==> src/rtl/maxpool_relu.sv <==
// 2x2 stride-2 max pooling of a 3-channel signed raster stream, using one half-row buffer per channel.
// Define MAXPOOL_RELU_EN to clamp negative pooled results to zero; otherwise the signed max passes through.
module maxpool_relu #(
  parameter int WIDTH     = 24,
  parameter int HEIGHT    = 24,
  parameter int DATA_BITS = 12
) (
  input  logic                 clk,
  input  logic                 rst,
  input  logic                 valid_in,
  input  logic [DATA_BITS-1:0] conv_in_1,
  input  logic [DATA_BITS-1:0] conv_in_2,
  input  logic [DATA_BITS-1:0] conv_in_3,
  output logic [DATA_BITS-1:0] pool_out_1,
  output logic [DATA_BITS-1:0] pool_out_2,
  output logic [DATA_BITS-1:0] pool_out_3,
  output logic                 valid_out
);

  localparam int CW   = (WIDTH > 1) ? $clog2(WIDTH) : 1;
  localparam int RW   = (HEIGHT > 1) ? $clog2(HEIGHT) : 1;
  localparam int HALF = WIDTH / 2;
  localparam int BW   = (HALF > 1) ? $clog2(HALF) : 1;

  typedef logic signed [DATA_BITS-1:0] sample_t;

  logic [CW-1:0] col;
  logic [RW-1:0] row;
  logic [BW-1:0] bidx;
  logic          last_col;
  logic          last_row;

  sample_t sample [3];
  sample_t hold   [3];
  sample_t pool   [3];
  sample_t hmax   [3];
  sample_t vmax   [3];
  sample_t res    [3];
  sample_t line_buf [3][HALF];

  always_comb begin
    sample[0] = conv_in_1;
    sample[1] = conv_in_2;
    sample[2] = conv_in_3;
    bidx      = BW'(col >> 1);
    last_col  = (col == CW'(WIDTH - 1));
    last_row  = (row == RW'(HEIGHT - 1));
    for (int unsigned ch = 0; ch < 3; ch++) begin
      hmax[ch] = (hold[ch] > sample[ch]) ? hold[ch] : sample[ch];
      vmax[ch] = (line_buf[ch][bidx] > hmax[ch]) ? line_buf[ch][bidx] : hmax[ch];
`ifdef MAXPOOL_RELU_EN
      res[ch]  = vmax[ch][DATA_BITS-1] ? '0 : vmax[ch];
`else
      res[ch]  = vmax[ch];
`endif
    end
  end

  always_ff @(posedge clk) begin
    if (rst) begin
      col       <= '0;
      row       <= '0;
      valid_out <= 1'b0;
      for (int unsigned ch = 0; ch < 3; ch++) begin
        hold[ch] <= '0;
        pool[ch] <= '0;
      end
    end else begin
      valid_out <= 1'b0;
      if (valid_in) begin
        if (last_col) begin
          col <= '0;
          row <= last_row ? '0 : row + 1'b1;
        end else begin
          col <= col + 1'b1;
        end
        for (int unsigned ch = 0; ch < 3; ch++) begin
          if (!col[0]) hold[ch] <= sample[ch];
        end
        if (col[0] && row[0]) begin
          for (int unsigned ch = 0; ch < 3; ch++) pool[ch] <= res[ch];
          valid_out <= 1'b1;
        end
      end
    end
  end

  // Buffer holds even-row horizontal maxima; never reset since every entry is written before use.
  always_ff @(posedge clk) begin
    if (valid_in && !rst && col[0] && !row[0]) begin
      for (int unsigned ch = 0; ch < 3; ch++) line_buf[ch][bidx] <= hmax[ch];
    end
  end

  assign pool_out_1 = pool[0];
  assign pool_out_2 = pool[1];
  assign pool_out_3 = pool[2];

endmodule

==> config.mk <==
export PLATFORM = sky130hd
export DESIGN_NAME = maxpool_relu
export DESIGN_NICKNAME = d
export VERILOG_FILES = /design/src/rtl/maxpool_relu.sv
export SDC_FILE = /design/constraint.sdc
export NUM_CORES = 1
export LEC_CHECK = 0
export ABC_AREA = 1
export ABC_CLOCK_PERIOD_IN_PS = 11200
export CAP_MARGIN = 30
export CORE_UTILIZATION = 40
export CTS_CLUSTER_SIZE = 20
export DETAILED_ROUTE_END_ITERATION = 8
export PLACE_DENSITY = 0.62
export SYNTH_ARGS = -nofsm -noshare
export SYNTH_HDL_FRONTEND = slang
export SYNTH_SLANG_ARGS = --single-unit
==> constraint.sdc <==
create_clock -name clk -period 11.2 [get_ports clk]
set_clock_uncertainty 0.2 [all_clocks]
set_input_delay 3.36 -clock clk [delete_from_list [all_inputs] [get_ports clk]]
set_output_delay 3.36 -clock clk [all_outputs]
set_load 0.05 [all_outputs]
Word level (Yosys, flattened, before mapping)

Memories as Yosys holds them, arrays and structs flattened.
Cells that the tools add are included.

$add $sub $neg: 2
Magnitude comparators: 8
Equality and inequality tests: 2
Mux-type cells: 37
Bitwise operators: 7
Reduce and logical (&&, ||, !) cells: 8

Operator list:

| cell                                                                          | count |
|---|---|
| 12-bit 2-to-1 mux                                                             | 19 |
| 12-bit binary-select mux with 4-bit select                                    | 3 |
| 144-bit 2-to-1 mux                                                            | 1 |
| 12-bit greater-than comparator                                                | 6 |
| 12-bit demux with 4-bit select                                                | 1 |
| 1-bit 2-to-1 mux                                                              | 11 |
| 5-bit by 1-bit adder with 5-bit output (second input constant)                | 2 |
| 5-bit equality test (second input constant)                                   | 2 |
| 5-bit 2-to-1 mux                                                              | 2 |
| 1-bit bitwise OR                                                              | 6 |
| 5-bit greater-or-equal comparator (second input constant)                     | 1 |
| 1-bit logical AND                                                             | 5 |
| 5-bit by 1-bit less-than comparator with 1-bit output (second input constant) | 1 |
| 4-bit NOT with 5-bit output                                                   | 1 |
| 1-bit zero test                                                               | 2 |
| 2-bit AND reduction                                                           | 1 |

Register bits: 11
Bits in writable memories: 504
Bits of input ports: 39
Output and inout bits: 37
Word-level logic and storage cells: 70
Memories: 3

Memories:

| name     | depth | bits a word | read ports | clocked after memory_dff | write ports | line | RTL |
|---|---|---|---|---|---|---|---|
| line_buf | 3     | 144         | 3          | 0                        | 3           | 39   | `sample_t line_buf [3][HALF];` |
| hold     | 3     | 12          | 3          | 0                        | 3           | 34   | `sample_t hold [3];` |
| pool     | 3     | 12          | 3          | 0                        | 3           | 35   | `sample_t pool [3];` |

Logic depth before layout (Yosys ltp)

Depth after elaboration: 7
Depth in mapped cells: 29

Worst setup path after synthesis

OpenSTA, ideal clock, no wires.

Path kind: in2reg
Start point: input port rst
End point: memory line_buf[0][0] (netlist name), enable pin
Setup time: 474 ps
Arrival: 6405 ps
Required time: 10526 ps
Slack: 4120 ps
Stages on the path: 4
Buffers on the path: 1
Cell sequence: buf_2 > nor3_1 > inv_1 > nor3_1

RTL lines:

| item               | line | RTL |
|---|---|---|
| start: declaration | 9    | `input logic rst,` |
| end: declaration   | 39   |  |

==> flow_metrics.env <==
export IMPL_multi_input_area_mm2=0.00616
export IMPL_synth_top_area_share_pct=67.1
export IMPL_place_area_mm2=0.0241
export IMPL_period_needed_ps=8140
export IMPL_via_per_inst=5.25
export IMPL_irDropWorstVdd_v=0.000107
export IMPL_ff_latch_area_mm2=0.0154
export IMPL_synth_area_per_cell_um2=12.2
export IMPL_synthMostInstantiatedCell="edfxtp_1"
export IMPL_drc=0
export IMPL_total_power_mw=4.37
export IMPL_drt_iter0_drc=1168
export IMPL_layout_worst_path_cycle_share_pct=72.7
export IMPL_yosys_top_cells_area="edfxtp_1 (67%), nand2_1 (7.4%), a22oi_1 (6.5%)"
export IMPL_cts_resized=0
export IMPL_setup_viol=0
export IMPL_final_hold_violation_count=0
export IMPL_power_density_mw_per_mm2=170
export IMPL_critPathMaxFanout=24
export IMPL_synth_edf_count=504
export IMPL_path_class="in2reg"
export IMPL_slew_violations=0
export IMPL_synth_cells=1853
export IMPL_drv_cap=0
export IMPL_cts_root_buf="clkbuf_16"
export IMPL_synth_common_cells="edfxtp_1 (504), nand2_1 (447), a22oi_1 (196), inv_1 (178), nor2_1 (139)"
export IMPL_relSlewSlack_pct=34.1
export IMPL_drt_wl_total_um=54100
export IMPL_synth_largest_area_cell="edfxtp_1"
export IMPL_cp_arrival_ps=8290
export IMPL_clkSinkCount=515
export IMPL_ys_seq_area_share_pct=68.1
export IMPL_finalSetupTns_ps=0
export IMPL_cts_setup_buffers=0
export IMPL_drtPass1Iterations=5
export IMPL_synthFlopType="edfxtp_1"
export IMPL_die_area_mm2=0.0573
export IMPL_initial_utilization_pct=40.7
export IMPL_synth_cell_types=34
export IMPL_wl_per_cell_um=19.9
export IMPL_cp_required_ps=11350
export IMPL_first_global_vias=14100
export IMPL_hold_path_class="reg2reg"
export IMPL_rsz0062_at_grt="no"
export IMPL_path_clk_slew_ps=60
export IMPL_io_pins=76
export IMPL_final_area_mm2=0.0257
export IMPL_ys_seq_elements=515
export IMPL_via_count=14300
export IMPL_synthToLayoutAreaGrowth_pct=14.0
export IMPL_gr_total_overflow=0
export IMPL_globalplace_congestion=0.800
export IMPL_tightest_slew_ps=989
export IMPL_die_width_um=239
export IMPL_antenna_left=0
export IMPL_clock_latency_ps=590
export IMPL_cts_inserted_buffers=53
export IMPL_start_kind="input pin"
export IMPL_nets=2044
export IMPL_hpwl_um=30100
export IMPL_antenna_found_initial=0
export IMPL_insertedDiodeCount=0
export IMPL_grt_pass1_wl_um=83000
export IMPL_drive_gt1_share_pct=7.90
export IMPL_htree_num_levels=2
export IMPL_fill_cells=4944
export IMPL_async_reset_ff_share_pct=0
export IMPL_rows=86
export IMPL_p_leak_nw=9.82
export IMPL_cts_tree="built"
export IMPL_outcome="complete, no violations"
export IMPL_clockBufferDepth=3
export IMPL_io_buffers=75
export IMPL_max_freq_mhz=123
export IMPL_chipHeight_um=239
export IMPL_synth_cell_area_mm2=0.0225
export IMPL_yosysWarnings=0
export IMPL_grt_use_total_pct=19.0
export IMPL_end_kind="register"
export IMPL_coreArea_mm2=0.0554
export IMPL_cts_hold_fix_buffers=0
export IMPL_syn_num_nets=1966
export IMPL_grt_max_degree=63
## power breakdown
group | switching, mW | leakage (nW) | internal (mW)
clock | 0.718 | 0.774 | 0.928
sequential | 0.0118 | 4.78 | 2.21
combinational | 0.354 | 4.27 | 0.147
total | 1.08 | 9.82 | 3.28
## state kept, by name, indices dropped and copies added (netlist names)
register,cells
col,5
hold,36
line_buf,432
pool,36
row,5
valid_out,1
## per-layer routing
metal  part of all wire, %  vias to the layer above  GRT usage [%]
met1                    45                     7097           25.9
met5                     0                        -              0
li1                      -                     6762              -
met2                    49                      346           32.1
met4                   1.8                        0           4.80
met3                   4.8                       75           2.22
## metrics by stage
| stage | instances | hold WS [ps] | worst slack, ps | utilization [%] |
|---|---|---|---|---|
| final | 2722 | 277 | 3060 | 46.4 |
| after global routing | 2722 | 297 | 2560 | 46.4 |
| after CTS | 2722 | 278 | 3200 | 46.4 |
| after detailed placement | 2624 | 268 | 2580 | 43.5 |
| after global placement | 2622 | 257 | 2780 | 43.4 |
| after floorplan | 1853 | 242 | 4120 | - |
## worst paths after layout
kind                               startpoint     endpoint  slack [ps]  depth (start not counted)
worst max-delay path            conv_in_2[11]  pool[0][19]        3060                         24
worst min-delay path                   row[1]       row[1]         280                          2
worst max register to register         col[2]  pool[0][11]        5810                         19
worst min register to register         row[1]       row[1]         280                          2
## logic make-up (layout without fill, tap and decap cells)
logic type	count (synthesis)	after routing	synth area share, %
AND/OR/NAND/NOR	751	751	14.1
adder cells (fa/ha/maj)	74	74	4.11
AO/OA/AOI/OAI	252	252	8.50
XOR/XNOR	1	1	0.0389
flip-flops	515	515	68.1
buffers and inverters	260	381	5.16
## worst max-delay path: stages
cell and delay (ps):
clkdlybuf4s50_1 490, inv_1 60, ha_1 340, nand2_1 90, inv_1 50, nand2_1 60, nor2_1 130, nand4_1 470
nand3_1 600, nand2_1 170, nand2_1 410, inv_1 90, ha_1 300, nand2_1 80, nor2_1 50, and2_1 160
nand2_1 90, nand3_1 90, nand2_1 80, nand3_1 610, nor2_1 320, nor2_1 60, nand2_1 80, inv_1 40
## final cells by class
class                           count  share of cell area, %
Clock inverter                     30                  0.789
Timing Repair Buffer              101                   3.74
Multi-Input combinational cell   1078                   24.0
Sequential cell                   515                   59.7
Tap cell                          748                   3.64
Inverter                          182                   2.68
Clock buffer                       68                   5.46
## cell usage in the layout, fill, tap and decap left out, drive strengths merged
cell type      instances
edfxtp               504
o21a                   1
a211oi                 1
o21ai                  3
bufinv                 2
a22oi                216
nand4                 17
dfxtp                 11
and3                   1
and2                   3
a21oi                 27
nor2                 145
nand3b                 1
buf                   26
inv                  181
clkdlybuf4s50         75
nand3                123
clkbuf                68
a21o                   4
ha                    74
nor3                  10
clkinvlp               3
clkinv                26
xor2                   1
nand2                451
Power figures use the tool's default switching activity.
